## src/rtl/musa_trace_buffer_pkg.sv

```systemverilog
// Shared types and constants for the MUSA trace capture unit.
// Control-flag bit positions describe how dataPath packs sample_ctrl.
package musa_trace_pkg;

    typedef enum logic [2:0] {
        ST_IDLE,
        ST_ARMED,
        ST_POST,
        ST_DONE,
        ST_READ
    } state_e;

    typedef enum logic [1:0] {
        TRIG_IMMEDIATE          = 2'd0,
        TRIG_INSTR_MATCH        = 2'd1,
        TRIG_MEM_WRITE          = 2'd2,
        TRIG_MATCH_AND_REGWRITE = 2'd3
    } trig_mode_e;

    // Layout: {pcSrc[1:0], memRead, memWrite, push, pop, aluOp[2:0], regWrite, memToReg, regDst}
    localparam int REGDST_BIT   = 0;
    localparam int MEMTOREG_BIT = 1;
    localparam int REGWRITE_BIT = 2;
    localparam int ALUOP_LSB    = 3;
    localparam int POP_BIT      = 6;
    localparam int PUSH_BIT     = 7;
    localparam int MEMWRITE_BIT = 8;
    localparam int MEMREAD_BIT  = 9;
    localparam int PCSRC_LSB    = 10;

    function automatic int entry_width(input int data_w, input int ctrl_w);
        return data_w + ctrl_w;
    endfunction

endpackage

```

## src/rtl/musa_trace_buffer_if.sv

```systemverilog
// Control, sample and readout signals of the trace buffer grouped as one bus.
interface musa_trace_buffer_if #(
    parameter int DATA_WIDTH = 32,
    parameter int CTRL_WIDTH = 12,
    parameter int DEPTH      = 16
);
    import musa_trace_pkg::*;

    localparam int EW = entry_width(DATA_WIDTH, CTRL_WIDTH);
    localparam int CW = $clog2(DEPTH) + 1;

    logic                  arm;
    logic                  abort;
    logic [1:0]            trig_mode;
    logic [DATA_WIDTH-1:0] trig_value;
    logic [DATA_WIDTH-1:0] trig_mask;
    logic                  sample_valid;
    logic [DATA_WIDTH-1:0] sample_instr;
    logic [CTRL_WIDTH-1:0] sample_ctrl;
    logic                  rd_req;
    logic                  rd_valid;
    logic [EW-1:0]         rd_data;
    logic                  rd_last;
    logic                  done;
    logic                  busy;
    logic [CW-1:0]         count;

    modport master (
        output arm, abort, trig_mode, trig_value, trig_mask,
               sample_valid, sample_instr, sample_ctrl, rd_req,
        input  rd_valid, rd_data, rd_last, done, busy, count
    );

    modport slave (
        input  arm, abort, trig_mode, trig_value, trig_mask,
               sample_valid, sample_instr, sample_ctrl, rd_req,
        output rd_valid, rd_data, rd_last, done, busy, count
    );
endinterface

```

## src/rtl/musa_trace_buffer_ram.sv

```systemverilog
// Simple dual-port trace storage: one write port, one registered read port.
// The array is deliberately not reset; only the read-out gating defines outputs.
module musa_trace_ram #(
    parameter int WIDTH = 44,
    parameter int DEPTH = 16,
    localparam int AW   = $clog2(DEPTH)
) (
    input  logic             clk,
    input  logic             we_i,
    input  logic [AW-1:0]    waddr_i,
    input  logic [WIDTH-1:0] wdata_i,
    input  logic             re_i,
    input  logic [AW-1:0]    raddr_i,
    output logic [WIDTH-1:0] rdata_o
);
    logic [WIDTH-1:0] mem_q [DEPTH];
    logic [WIDTH-1:0] rdata_q;

    always_ff @(posedge clk) begin
        if (we_i) mem_q[waddr_i] <= wdata_i;
        if (re_i) rdata_q <= mem_q[raddr_i];
    end

    assign rdata_o = rdata_q;
endmodule

```

## src/rtl/musa_trace_buffer.sv

```systemverilog
// Trigger-driven circular trace capture with a pre-trigger window and
// oldest-first readout.
//   state    | meaning
//   IDLE     | waiting for arm
//   ARMED    | capturing pre-trigger history, evaluating trigger
//   POST     | capturing post-trigger samples until buffer is full
//   DONE     | capture complete, waiting for first rd_req
//   READ     | streaming entries until the rd_last beat
module musa_trace_buffer
    import musa_trace_pkg::*;
#(
    parameter int DATA_WIDTH  = 32,
    parameter int CTRL_WIDTH  = 12,
    parameter int DEPTH       = 16,
    parameter int PRE_TRIGGER = 4
) (
    input logic               clk,
    input logic               rst,
    musa_trace_buffer_if.slave bus
);
    localparam int AW = $clog2(DEPTH);
    localparam int CW = AW + 1;
    localparam int EW = entry_width(DATA_WIDTH, CTRL_WIDTH);
    localparam logic [CW-1:0] POST_INIT = CW'(DEPTH - PRE_TRIGGER - 1);
    localparam logic [CW-1:0] PRE_MAX   = CW'(PRE_TRIGGER);

    state_e        state_q, state_d;
    logic [AW-1:0] wr_ptr_q, wr_ptr_d;
    logic [AW-1:0] rd_ptr_q, rd_ptr_d;
    logic [CW-1:0] rd_idx_q, rd_idx_d;
    logic [CW-1:0] pre_seen_q, pre_seen_d;
    logic [CW-1:0] post_left_q, post_left_d;
    logic [CW-1:0] count_q, count_d;
    logic          rd_valid_q, rd_valid_d;
    logic          rd_last_q, rd_last_d;

    logic          wr_en;
    logic          rd_fire;
    logic          trig_hit;
    logic          instr_match;
    logic [EW-1:0] ram_rdata;

    always_comb begin
        instr_match = ((bus.sample_instr ^ bus.trig_value) & bus.trig_mask) == '0;
        case (trig_mode_e'(bus.trig_mode))
            TRIG_IMMEDIATE:          trig_hit = 1'b1;
            TRIG_INSTR_MATCH:        trig_hit = instr_match;
            TRIG_MEM_WRITE:          trig_hit = bus.sample_ctrl[MEMWRITE_BIT];
            TRIG_MATCH_AND_REGWRITE: trig_hit = instr_match && bus.sample_ctrl[REGWRITE_BIT];
            default:                 trig_hit = 1'b0;
        endcase
    end

    assign wr_en   = bus.sample_valid && !bus.abort
                     && (state_q == ST_ARMED || state_q == ST_POST);
    // The rd_last beat swallows any request presented alongside it.
    assign rd_fire = bus.rd_req && !bus.abort
                     && (state_q == ST_DONE || (state_q == ST_READ && !rd_last_q));

    always_ff @(posedge clk or posedge rst) begin
        if (rst) state_q <= ST_IDLE;
        else     state_q <= state_d;
    end

    always_comb begin
        state_d = state_q;
        if (bus.abort) begin
            state_d = ST_IDLE;
        end else begin
            case (state_q)
                ST_IDLE:  if (bus.arm) state_d = ST_ARMED;
                ST_ARMED: if (wr_en && trig_hit) state_d = (POST_INIT == '0) ? ST_DONE : ST_POST;
                ST_POST:  if (wr_en && post_left_q == CW'(1)) state_d = ST_DONE;
                ST_DONE:  if (rd_fire) state_d = ST_READ;
                ST_READ:  if (rd_last_q) state_d = ST_IDLE;
                default:  state_d = ST_IDLE;
            endcase
        end
    end

    always_comb begin
        bus.done     = (state_q == ST_DONE);
        bus.busy     = (state_q == ST_ARMED) || (state_q == ST_POST);
        bus.count    = count_q;
        bus.rd_valid = rd_valid_q;
        bus.rd_last  = rd_last_q;
        bus.rd_data  = rd_valid_q ? ram_rdata : '0;
    end

    always_comb begin
        wr_ptr_d    = wr_ptr_q;
        rd_ptr_d    = rd_ptr_q;
        rd_idx_d    = rd_idx_q;
        pre_seen_d  = pre_seen_q;
        post_left_d = post_left_q;
        count_d     = count_q;
        rd_valid_d  = 1'b0;
        rd_last_d   = 1'b0;
        if (bus.abort) begin
            count_d = '0;
        end else begin
            if (state_q == ST_IDLE && bus.arm) begin
                wr_ptr_d   = '0;
                rd_ptr_d   = '0;
                rd_idx_d   = '0;
                pre_seen_d = '0;
                count_d    = '0;
            end
            if (wr_en) begin
                wr_ptr_d = wr_ptr_q + AW'(1);
                if (state_q == ST_ARMED) begin
                    if (trig_hit) begin
                        // Oldest readable entry sits pre_seen slots behind the trigger.
                        rd_ptr_d    = wr_ptr_q - pre_seen_q[AW-1:0];
                        post_left_d = POST_INIT;
                        count_d     = pre_seen_q + CW'(1);
                    end else begin
                        if (pre_seen_q != PRE_MAX) pre_seen_d = pre_seen_q + CW'(1);
                        count_d = pre_seen_d;
                    end
                end else begin
                    post_left_d = post_left_q - CW'(1);
                    count_d     = count_q + CW'(1);
                end
            end
            if (rd_fire) begin
                rd_valid_d = 1'b1;
                rd_last_d  = (rd_idx_q == count_q - CW'(1));
                rd_ptr_d   = rd_ptr_q + AW'(1);
                rd_idx_d   = rd_idx_q + CW'(1);
            end
        end
    end

    always_ff @(posedge clk or posedge rst) begin
        if (rst) begin
            wr_ptr_q    <= '0;
            rd_ptr_q    <= '0;
            rd_idx_q    <= '0;
            pre_seen_q  <= '0;
            post_left_q <= '0;
            count_q     <= '0;
            rd_valid_q  <= 1'b0;
            rd_last_q   <= 1'b0;
        end else begin
            wr_ptr_q    <= wr_ptr_d;
            rd_ptr_q    <= rd_ptr_d;
            rd_idx_q    <= rd_idx_d;
            pre_seen_q  <= pre_seen_d;
            post_left_q <= post_left_d;
            count_q     <= count_d;
            rd_valid_q  <= rd_valid_d;
            rd_last_q   <= rd_last_d;
        end
    end

    musa_trace_ram #(
        .WIDTH (EW),
        .DEPTH (DEPTH)
    ) u_ram (
        .clk     (clk),
        .we_i    (wr_en),
        .waddr_i (wr_ptr_q),
        .wdata_i ({bus.sample_ctrl, bus.sample_instr}),
        .re_i    (rd_fire),
        .raddr_i (rd_ptr_q),
        .rdata_o (ram_rdata)
    );
endmodule

```

## src/flat_wrapper.sv

```systemverilog
// flat-port wrapper written by rule: the top's interface ports become plain ports
module musa_trace_buffer_flat import musa_trace_pkg::*;
#(
    parameter int DATA_WIDTH  = 32,
    parameter int CTRL_WIDTH  = 12,
    parameter int DEPTH       = 16,
    parameter int PRE_TRIGGER = 4
)
  (clk, rst, bus_arm, bus_abort, bus_trig_mode, bus_trig_value, bus_trig_mask, bus_sample_valid, bus_sample_instr, bus_sample_ctrl, bus_rd_req, bus_rd_valid, bus_rd_data, bus_rd_last, bus_done, bus_busy, bus_count);
  musa_trace_buffer_if #(.DATA_WIDTH(DATA_WIDTH), .CTRL_WIDTH(CTRL_WIDTH), .DEPTH(DEPTH)) bus_i ();
  input logic clk;
  input logic rst;
  input wire logic [$bits(bus_i.arm)-1:0] bus_arm;
  input wire logic [$bits(bus_i.abort)-1:0] bus_abort;
  input wire logic [$bits(bus_i.trig_mode)-1:0] bus_trig_mode;
  input wire logic [$bits(bus_i.trig_value)-1:0] bus_trig_value;
  input wire logic [$bits(bus_i.trig_mask)-1:0] bus_trig_mask;
  input wire logic [$bits(bus_i.sample_valid)-1:0] bus_sample_valid;
  input wire logic [$bits(bus_i.sample_instr)-1:0] bus_sample_instr;
  input wire logic [$bits(bus_i.sample_ctrl)-1:0] bus_sample_ctrl;
  input wire logic [$bits(bus_i.rd_req)-1:0] bus_rd_req;
  output wire logic [$bits(bus_i.rd_valid)-1:0] bus_rd_valid;
  output wire logic [$bits(bus_i.rd_data)-1:0] bus_rd_data;
  output wire logic [$bits(bus_i.rd_last)-1:0] bus_rd_last;
  output wire logic [$bits(bus_i.done)-1:0] bus_done;
  output wire logic [$bits(bus_i.busy)-1:0] bus_busy;
  output wire logic [$bits(bus_i.count)-1:0] bus_count;
  assign bus_i.arm = bus_arm;
  assign bus_i.abort = bus_abort;
  assign bus_i.trig_mode = bus_trig_mode;
  assign bus_i.trig_value = bus_trig_value;
  assign bus_i.trig_mask = bus_trig_mask;
  assign bus_i.sample_valid = bus_sample_valid;
  assign bus_i.sample_instr = bus_sample_instr;
  assign bus_i.sample_ctrl = bus_sample_ctrl;
  assign bus_i.rd_req = bus_rd_req;
  assign bus_rd_valid = bus_i.rd_valid;
  assign bus_rd_data = bus_i.rd_data;
  assign bus_rd_last = bus_i.rd_last;
  assign bus_done = bus_i.done;
  assign bus_busy = bus_i.busy;
  assign bus_count = bus_i.count;
  musa_trace_buffer #(.DATA_WIDTH(DATA_WIDTH), .CTRL_WIDTH(CTRL_WIDTH), .DEPTH(DEPTH), .PRE_TRIGGER(PRE_TRIGGER)) u_core (.clk(clk), .rst(rst), .bus(bus_i));
endmodule
```

## config.mk

```make
export PLATFORM = sky130hd
export DESIGN_NAME = musa_trace_buffer_flat
export DESIGN_NICKNAME = d
export VERILOG_FILES = /design/src/rtl/musa_trace_buffer_pkg.sv /design/src/rtl/musa_trace_buffer_if.sv /design/src/rtl/musa_trace_buffer_ram.sv /design/src/rtl/musa_trace_buffer.sv /design/src/flat_wrapper.sv
export SDC_FILE = /design/constraint.sdc
export NUM_CORES = 1
export LEC_CHECK = 0
export ABC_AREA = 1
export BUFFER_PORTS_ARGS = -buffer_cell sky130_fd_sc_hd__clkbuf_2
export CORE_ASPECT_RATIO = 1.1
export CORE_UTILIZATION = 33
export CTS_CLUSTER_SIZE = 20
export DETAILED_ROUTE_END_ITERATION = 16
export GPL_TIMING_DRIVEN = 1
export HOLD_SLACK_MARGIN = 0.06
export PLACE_DENSITY = 0.58
export SYNTH_ARGS = -nofsm -noshare
export SYNTH_HDL_FRONTEND = slang
export SYNTH_HIERARCHICAL = 1
export SYNTH_SLANG_ARGS = --single-unit
```

## constraint.sdc

```tcl
create_clock -name clk -period 7.6 [get_ports clk]
set_input_delay 1.14 -clock clk [delete_from_list [all_inputs] [get_ports clk]]
set_output_delay 1.14 -clock clk [all_outputs]
set_load 0.05 [all_outputs]
```

# --- After elaboration in Yosys (flattened, before gate mapping) ---
# Memory sizes are Yosys's and may differ from the RTL's. A register that Yosys moved wholly into a read port is not among the register bits.
# Cells that the tools add are included.
word_totals:
  reg_bits: 33
  output_inout_bits: 53
  n_memories: 1
  in_bits: 116
  elab_cells: 95
  ram_bits: 704
memory_table:
  columns: ["memory", "depth", "word_bits", "rd", "rd_clocked_by_memory_dff", "wr", "line", "source"]
  rows:
  - ["u_core.u_ram.mem_q", 16, 44, 1, 1, 1, "musa_trace_buffer_ram.sv:16", "logic [WIDTH-1:0] mem_q [DEPTH];"]
op_classes:
  reduce_logical: 23
  n_eq_ne: 16
  bitwise: 3
  mux: 35
  addsub: 8
ops:
  columns: ["cell", "n"]
  rows:
  - ["two-way mux 5 bit", 13]
  - ["two-way mux 44 bit", 1]
  - ["AND 32 bit", 1]
  - ["logical NOT 32 bit", 1]
  - ["XOR 32 bit", 1]
  - ["two-way mux 4 bit", 7]
  - ["two-way mux 3 bit", 6]
  - ["adder 5 x 1 -> 5 bit (second input constant)", 3]
  - ["case mux 3 bit (5 select lines)", 1]
  - ["inequality test 3 x 2 -> 1 bit (second input constant)", 4]
  - ["subtractor 5 x 1 -> 5 bit (second input constant)", 2]
  - ["logical AND 1 bit", 9]
  - ["adder 4 x 1 -> 4 bit (second input constant)", 2]
  - ["== test 3 x 2 -> 1 bit (second input constant)", 2]
  - ["two-way mux 1 bit", 6]
  - ["== test 5 x 1 -> 1 bit (second input constant)", 1]
  - ["== test 5 bit", 1]
  - ["inequality test 5 x 3 -> 1 bit (second input constant)", 1]
  - ["AND reduction 5 bit", 1]
  - ["== test 2 bit (second input constant)", 2]
  - ["case mux 1 bit (4 select lines)", 1]
  - ["AND reduction 2 bit", 2]
  - ["nonzero test 2 bit", 2]
  - ["subtractor 4 bit", 1]
  - ["other kinds (12)", 14]

# --- Longest topological paths before layout ---
# Gate-level depths: netlist of the first run.
logic_depth:
  depth_word: 9
  depth_mapped: 16
  depth_no_buf: 16

# --- Hierarchy ---
# Netlist of the first run, hierarchy kept.
by_module_without_submodules:
  columns: ["module", "cells_per_inst", "instances", "area_each_um2"]
  rows:
  - ["musa_trace_ram", 2903, 1, 31383.8]
  - ["musa_trace_buffer", 572, 1, 3354.5]

# --- Least setup slack after synthesis of the first run ---
# No wires, ideal clock.
synth_path:
  kind: "input -> register"
  from: "in bus_abort"
  to: "mem u_core.u_ram.mem_q[12][0] (enable)"
  stages: 5
  t_arrival_ps: 3775
  required_ps: 7154
  setup_slack_ps: 3379
  path_cell_list: "clkbuf_1 nor2_8 buf_2 nand3_1 nor2_1"
synth_between:
  elab_chain_cells: 5
synth_rtl:
  columns: ["element", "line", "source"]
  rows:
  - ["start, declared", "flat_wrapper.sv:14", "input wire logic [$bits(bus_i.abort)-1:0] bus_abort;"]
  - ["logical NOT 1 bit", "musa_trace_buffer.sv:54", "assign wr_en = bus.sample_valid && !bus.abort"]
  - ["logical AND 1 bit", "musa_trace_buffer.sv:54", null]
  - ["logical AND 1 bit", "musa_trace_buffer.sv:55", "&& (state_q == ST_ARMED || state_q == ST_POST);"]
  - ["net u_core.wr_en", "musa_trace_buffer.sv:37", "logic wr_en;"]
  - ["two-way mux 1 bit", "musa_trace_buffer_ram.sv:20", "if (we_i) mem_q[waddr_i] <= wdata_i;"]
  - ["two-way mux 1 bit (implied by the code)", "musa_trace_buffer_ram.sv:20", null]
  - ["end, declared", "musa_trace_buffer_ram.sv:16", null]
# The timed path passes the listed nets, and every way through them passes these cells.

# --- Worst setup path in the final report of the first run ---
layout_path:
  from: "reg u_core.state_q[1]"
  to: "mem u_core.u_ram.mem_q[13][3] (enable)"
layout_between:
  elab_chain_cells: 5
  elab_cells_between_ends: 6
layout_rtl:
  columns: ["element", "line", "source"]
  rows:
  - ["start, declared", "musa_trace_buffer.sv:27", "state_e state_q, state_d;"]
  - ["start signal, assigned", "musa_trace_buffer.sv:62", "else state_q <= state_d;"]
  - ["== test 3 x 1 -> 1 bit or == test 3 x 2 -> 1 bit (tied branches)", "musa_trace_buffer.sv:55", null]
  - ["logical OR 1 bit *", "musa_trace_buffer.sv:55", null]
  - ["logical AND 1 bit *", "musa_trace_buffer.sv:55", null]
  - ["two-way mux 1 bit *", "musa_trace_buffer_ram.sv:20", null]
  - ["two-way mux 1 bit (implied by the code) *", "musa_trace_buffer_ram.sv:20", null]
# Every way passes the cells marked *; elsewhere a longest branch is shown, timed or not.

==> results of run 1 <==
-- power breakdown --
part	switching, W	internal, W
combinational	0.00202	0.000795
sequential	0.000203	0.00489
clock	0.00169	0.00234
-- cells by family after synthesis --
| kind of cell | share of synthesized area [%] |
|---|---|
| AO/OA/AOI/OAI | 0.857 |
| XOR/XNOR | 0.504 |
| adder cells (fa/ha/maj) | 0.490 |
| buffers and inverters | 9.45 |
| flip-flops | 67.0 |
| AND/OR/NAND/NOR | 21.7 |
-- cells in the final DEF, fill, tap and decap left out, drive strengths merged, types with 3 or more instances in the layout --
cell type | Yosys | final
a21oi | 12 | 12
clkbuf | 42 | 267
o21ai | 29 | 29
edfxtp | 748 | 748
xnor2 | 8 | 8
buf | 113 | 30
nand4 | 7 | 7
ha | 12 | 12
nand3 | 583 | 583
inv | 675 | 679
or2 | 5 | 5
nor2 | 51 | 51
xor2 | 12 | 12
dfrtp | 33 | 33
clkinv | 1 | 36
bufinv | 0 | 8
nor3 | 3 | 3
nand3b | 4 | 4
nand2 | 1123 | 1123
-- through the flow --
step	total power, W	instances	utilization [%]
6_report	0.0119	5053	38.1
3_3_place_gp	0.00799	4904	35.5
5_1_grt	0.0125	5053	38.1
4_1_cts	0.0120	5052	38.1
2_1_floorplan	0.00708	3475	-
3_5_place_dp	0.00800	4904	35.5
-- cell type report --
class / count / area (um^2)
antenna: 1 / 2.50
clock buffer: 99 / 2190
clock inverter: 49 / 513
fill: 10100 / 64400
inverter: 676 / 2550
multi-input combinational: 1863 / 8290
sequential: 781 / 23300
tap: 1386 / 1730
timing repair buffer: 198 / 1100
-- layer usage --
metal / up-vias / part of all wire [%] / global-route usage [%]
met5: - / 0.066 / 0
met4: 10 / 1.9 / 4.51
met3: 115 / 6.6 / 3.03
met2: 766 / 46 / 28.0
met1: 11500 / 45 / 24.4
li1: 11400 / - / -
-- worst min-delay path, stage by stage (launching register included) --
cell,delay (ns)
dfrtp_1,0.35
o21ai_1,0.07
nand3_1,0.06
-- cell usage after synthesis, types with 2 or more instances --
cell type	number
xor2_1	12
nor2_1	50
inv_1	670
buf_4	14
nand2_2	4
a21oi_1	11
nand2_1	1116
nand4_1	7
edfxtp_1	748
dfrtp_1	33
nand3b_1	4
inv_2	5
o22ai_1	2
clkbuf_1	42
nand2_4	3
or2_2	2
buf_1	9
nand3_1	583
xnor2_1	8
o21ai_2	4
o21ai_0	24
nor3_1	2
buf_2	90
or2_1	2
o211ai_1	2
ha_1	12
o31ai_1	2
-- sequential cells by signal, indices dropped and copies added, names as in the netlist --
register	flops
u_core/wr_ptr_q	4
u_core/u_ram/rdata_o	44
u_core/state_q	3
u_core/pre_seen_q	5
u_core/rd_idx_q	5
u_core/u_ram/mem_q	704
u_core/bus.rd_valid	1
u_core/bus.rd_last	1
u_core/post_left_q	5
u_core/bus.count	5
u_core/rd_ptr_q	4
-- worst min path at each step --
| stage | start | endpoint | slack [ns] | depth (start not counted) |
|---|---|---|---|---|
| 6_report | u_core/post_left_q[3]$_DFFE_PP0P_ | u_core/post_left_q[3]$_DFFE_PP0P_ | 0.51 | 2 |
| 4_1_cts | u_core/post_left_q[3]$_DFFE_PP0P_ | u_core/post_left_q[3]$_DFFE_PP0P_ | 0.51 | 2 |
| 3_3_place_gp | u_core/post_left_q[3]$_DFFE_PP0P_ | u_core/post_left_q[3]$_DFFE_PP0P_ | 0.48 | 2 |
| 5_1_grt | u_core/post_left_q[3]$_DFFE_PP0P_ | u_core/post_left_q[3]$_DFFE_PP0P_ | 0.56 | 2 |
| 2_1_floorplan | u_core/post_left_q[3]$_DFFE_PP0P_ | u_core/post_left_q[3]$_DFFE_PP0P_ | 0.46 | 2 |
| 3_5_place_dp | u_core/post_left_q[3]$_DFFE_PP0P_ | u_core/post_left_q[3]$_DFFE_PP0P_ | 0.49 | 2 |
==> out/results.tsv, run 1 <==
stage	metric	value	unit
grt	antenna_found_initial	7	
die	ios	169	
synth	synth_ff_type	edfxtp_1	
critical_path	cp_max_fo	25	
routing	ant_nets	0	
clock_network	cts-resized-gates	0	
synth	synth_area	0.0347	mm^2
timing	max_freq	0.274	GHz
timing	tns	0	ns
clock_network	postCtsSetupRepairBufs	0	
placement	pre_cts_ws	3.86	ns
grt	grt.overflow.total	0	
synth	ys_top_cells_by_area	edfxtp_1, nand2_1, nand3_1	
clock_network	clk_latency	0.65	ns
placement	dpl_cell_area	0.0370	mm^2
clock_network	cts_buffers	83	
synth	synth_seq_cells	781	
routing	vias_per_cell	4.70	
timing	relSlewSlack	21.9	%
timing	clock_skew	0.0213	ns
critical_path	slowest_stage	nor2_4	
synth	syn-mean-instance-area	10.0	um^2
timing	fin_crit_sh	48.0	%
critical_path	cp-endpoint	u_core/u_ram/mem_q[13][3]$_DFFE_PP_	
critical_path	critPathArrivalTime	3.93	ns
worst_hold_path	hp-class	reg2reg	
die	die_x	311	um
die	die-height	342	um
critical_path	cp.required	7.88	ns
critical_path	reg2reg_slack	3.95	ns
routing	wl_per_cell	18.5	um
clock_network	postCtsHoldBufs	0	
routing	totalWireLength	93.4	mm
critical_path	path_cells	nor3_4 > inv_2 > nand2_4 > nand2_4 > nor2_8 > nand3_1 > nor2_4 > buf_4	
clock_network	cts_buffer_depth	3	
synth	synth_cells	3475	
pwr	p_leak	17.3	nW
critical_path	worstSetupPathType	reg2reg	
routing	vias	23800	
critical_path	r2r_start	u_core/state_q[1]$_DFFE_PP0P_	
run_status	outcome	completed	
critical_path	critPathLaunchType	flip-flop	
grt	grt_first_pass_wirelength	140	mm
routing	drt-pass1-iter-count	5	
clock_network	root_buffer	clkbuf_16	
die	rows	124	
flow_run	max_cap_viol_count	0	
timing	rsz0062_at_grt	false	
grt	grt_pass1_vias	22300	
final_layout	nNetsFinal	3732	
timing	hold_slack	0.509	ns
pwr	powerDensity	301	mW/mm^2
die	fp.coreArea	0.104	mm^2
timing	min_period	3.65	ns
critical_path	max_stage_delay	0.76	ns
critical_path	reg2reg_depth	8	
timing	drv_slew	0	
timing	tightest_slew	1.17	ns
pwr	vdd_drop_max	199	uV
critical_path	crit_top_cell	nand2_4	
synth	synth_cell_types	41	
grt	grt_max_degree	225	
placement	hpwl	50.6	mm
critical_path	path_buf_inv	2	
critical_path	crit_family	simple AND/OR/NAND/NOR gates	
critical_path	r2r-end	u_core/u_ram/mem_q[13][3]$_DFFE_PP_	
synth	async_flop_share	4.23	%
placement	portBuffers	168	
timing	setup_ws	3.95	ns
grt	grt_use_total	17.4	%
final_layout	syn2layout_area_growth	14.2	%
critical_path	worst-path-stages	8	
clock_network	tritoncts	yes	
synth	yosys_warnings	6	
timing	finalSetupViolCount	0	
die	start_util	33.4	%
critical_path	crit_path_start	u_core/state_q[1]$_DFFE_PP0P_	
timing	hold_violations	0	
placement	place.gp.congestion	0.799	
routing	drc	0	
final_layout	fin_area	0.0397	mm^2
final_layout	drive_above_1_share	9.87	%
synth	synth_top_area_share	64.7	%
die	die_area	0.107	mm^2
synth	synth_nets	3604	
routing	drtIter0Drc	1983	
clock_network	cts_sinks	781	
synth	seq_area_frac_synth	67.0	%
synth	yosysTopAreaCell	edfxtp_1	
clock_network	clk_pin_slew	0.06	ns
synth	synth_enable_flop_cells	748	
clock_network	htreeDepth	3	
critical_path	end_kind	flip-flop	
Note: power is estimated with default switching activity, not from simulation.
==> run 2, diff against run 1 <==
Clock period 7.6 ns to 3.6 ns, I/O delays scaled along.
==> run 2 against run 1 <==
  * Total power up 110%
  * First-iteration DRC count up 2.7%
  * Via count up 0.47%
  * Setup slack worse by 3.1 ns
  * Count of clock-buffer cells in the layout up 9
  * Cell area up 1.0%
  * Register-to-register slack worse by 3.1 ns
  * Flip-flop and latch count unchanged
  * Highest routed layer unchanged
==> out/results.tsv, run 2 (same netlist as run 1, synthesis figures left out) <==
stage	metric	value	unit	change
run_status	outcome	completed		
critical_path	max_stage_delay	0.45	ns	-0.31 ns
grt	grt.overflow.total	0		unchanged
final_layout	drive_above_1_share	10.7	%	+0.80 points
final_layout	fill_cells	10000		-0.97%
timing	finalSetupViolCount	0		unchanged
critical_path	cp.required	3.90	ns	-3.98 ns
die	die_x	311	um	unchanged
final_layout	largest_register	u_core/u_ram/mem_q		
clock_network	cts-resized-gates	0		unchanged
pwr	total_power	0.0251	W	+110%
routing	drt-pass1-iter-count	5		unchanged
clock_network	tritoncts	yes		
timing	min_period	2.79	ns	-0.857 ns
critical_path	r2r_start	u_core/state_q[1]$_DFFE_PP0P_		
placement	dp_cells	4943		+0.80%
critical_path	crit_top_cell	nand2_4		
final_layout	fin_area	0.0401	mm^2	+1.0%
placement	hpwl	56.5	mm	+12%
critical_path	worstSetupPathType	reg2reg		
final_layout	syn2layout_area_growth	15.4	%	
timing	hold_violations	0		unchanged
routing	vias	23900		+0.47%
clock_network	postCtsSetupRepairBufs	0		unchanged
die	rows	124		unchanged
clock_network	root_buffer	clkbuf_16		
flow_run	max_cap_viol_count	0		unchanged
routing	ant_nets	0		unchanged
grt	grt_first_pass_wirelength	144	mm	+3.0%
clock_network	postCtsHoldBufs	0		unchanged
clock_network	cts_buffers	83		unchanged
final_layout	nNetsFinal	3771		+1.0%
timing	clock_skew	0.0292	ns	+0.00789 ns
critical_path	crit_path_start	u_core/state_q[1]$_DFFE_PP0P_		
final_layout	layout_commonest_cell	nand2_1		
grt	grt_use_total	18.0	%	+0.59 points
routing	drc	0		unchanged
die	ios	169		unchanged
worst_hold_path	hp-class	in2async		
placement	place.gp.congestion	0.794		-0.70%
die	die_area	0.107	mm^2	unchanged
critical_path	slowest_stage	dfrtp_1		
critical_path	path_cells	nor3_4 > buf_4 > inv_2 > nand2_4 > nand2_4 > nor2_8 > nand3b_1 > nor2_4 > buf_12		
final_layout	layout_common_cells	nand2_1, edfxtp_1, inv_1		
critical_path	cp_max_fo	40		+60%
grt	grt_pass1_vias	22500		+0.92%
critical_path	critPathArrivalTime	3.09	ns	-0.84 ns
clock_network	cts_buffer_depth	3		unchanged
timing	max_freq	0.358	GHz	+31%
die	die-height	342	um	unchanged
critical_path	critPathLaunchType	flip-flop		
die	start_util	33.4	%	unchanged
grt	antenna_found_initial	8		+1
timing	fin_crit_sh	77.5	%	+30 points
final_layout	largest_register_ffs	704		unchanged
critical_path	end_kind	flip-flop		
pwr	p_leak	17.5	nW	+1.2%
critical_path	reg2reg_slack	0.81	ns	-3.14 ns
grt	grt_max_degree	199		-12%
placement	portBuffers	168		unchanged
final_layout	seq_area	0.0233	mm^2	about the same
die	fp.coreArea	0.104	mm^2	unchanged
clock_network	clk_pin_slew	0.06	ns	about the same
timing	tightest_slew	1.12	ns	-0.0522 ns
timing	drv_slew	0		unchanged
final_layout	stdcell_count	5098		+0.89%
pwr	vdd_drop_max	482	uV	+140%
routing	totalWireLength	97.2	mm	+4.0%
routing	vias_per_cell	4.68		-0.42%
clock_network	htreeDepth	3		unchanged
clock_network	clk_latency	0.64	ns	about the same
final_layout	multiInputGateArea	0.00829	mm^2	unchanged
timing	rsz0062_at_grt	false		
timing	hold_slack	0.129	ns	-0.380 ns
pwr	powerDensity	626	mW/mm^2	+110%
placement	dpl_cell_area	0.0375	mm^2	+1.4%
clock_network	cts_sinks	781		unchanged
routing	drtIter0Drc	2036		+2.7%
routing	wl_per_cell	19.1	um	+3.1%
timing	relSlewSlack	25.4	%	+3.5 points
[run 2: cell types whose count changed in the layout (fill, tap and decap cells not counted), sizes merged]
cell      delta
clkinv       +2
diode        +2
bufinv       -5
clkinvlp     -2
buf         +39
clkbuf       +9
[run 2: final timing paths]
path / endpoint / cells past startpoint
worst min-delay path: u_core/rd_idx_q[4]$_DFFE_PP0P_ / 2
worst max-delay path: u_core/u_ram/mem_q[7][28]$_DFFE_PP_ / 9
worst max register to register: u_core/u_ram/mem_q[7][28]$_DFFE_PP_ / 9
worst min register to register: u_core/post_left_q[3]$_DFFE_PP0P_ / 2
min in group clk: u_core/u_ram/mem_q[7][0]$_DFFE_PP_ / 1
max in group asynchronous: u_core/rd_ptr_q[3]$_DFFE_PP0N_ / 2
[run 2: metal layers]
| metal | GRT usage (%) | share of wire [%] |
|---|---|---|
| met1 | 24.5 | 44 |
| met2 | 29.2 | 47 |
| met3 | 3.61 | 7.6 |
| met4 | 4.94 | 2.0 |
| met5 | 0 | 0.087 |
[run 2: area by class of cell]
| cell class | instances | area share (%) |
|---|---|---|
| diodes | 3 | 0.0187 |
| flip-flops and latches | 781 | 58.1 |
| clock inverters | 44 | 0.786 |
| inverters | 676 | 6.37 |
| repair buffers | 237 | 4.08 |
| well taps | 1386 | 4.33 |
| clock buffers | 108 | 5.62 |
| multi-input cells | 1863 | 20.7 |
[run 2: worst max-delay path, delay by kind of cell, from the launching register on]
| kind | cells | cell delay [ns] |
|---|---|---|
| simple gates | 6 | 1.32 |
| buf+inv | 3 | 0.64 |
| flops | 1 | 0.45 |
[run 2: power breakdown]
part           total, W  internal [W]  switching (W)
sequential       0.0106        0.0103       0.000262
clock           0.00818       0.00464        0.00354
combinational   0.00633       0.00181        0.00452
[run 2: metrics by stage]
step / util, % / setup slack [ns] / TNS [ns]
CTS: 38.5 / 0.764 / 0
floorplan: - / -0.229 / -139.02
finish: 38.5 / 0.809 / 0
global placement: 36.0 / 0.880 / 0
global route: 38.5 / 0.664 / 0
detailed placement: 36.0 / 0.849 / 0
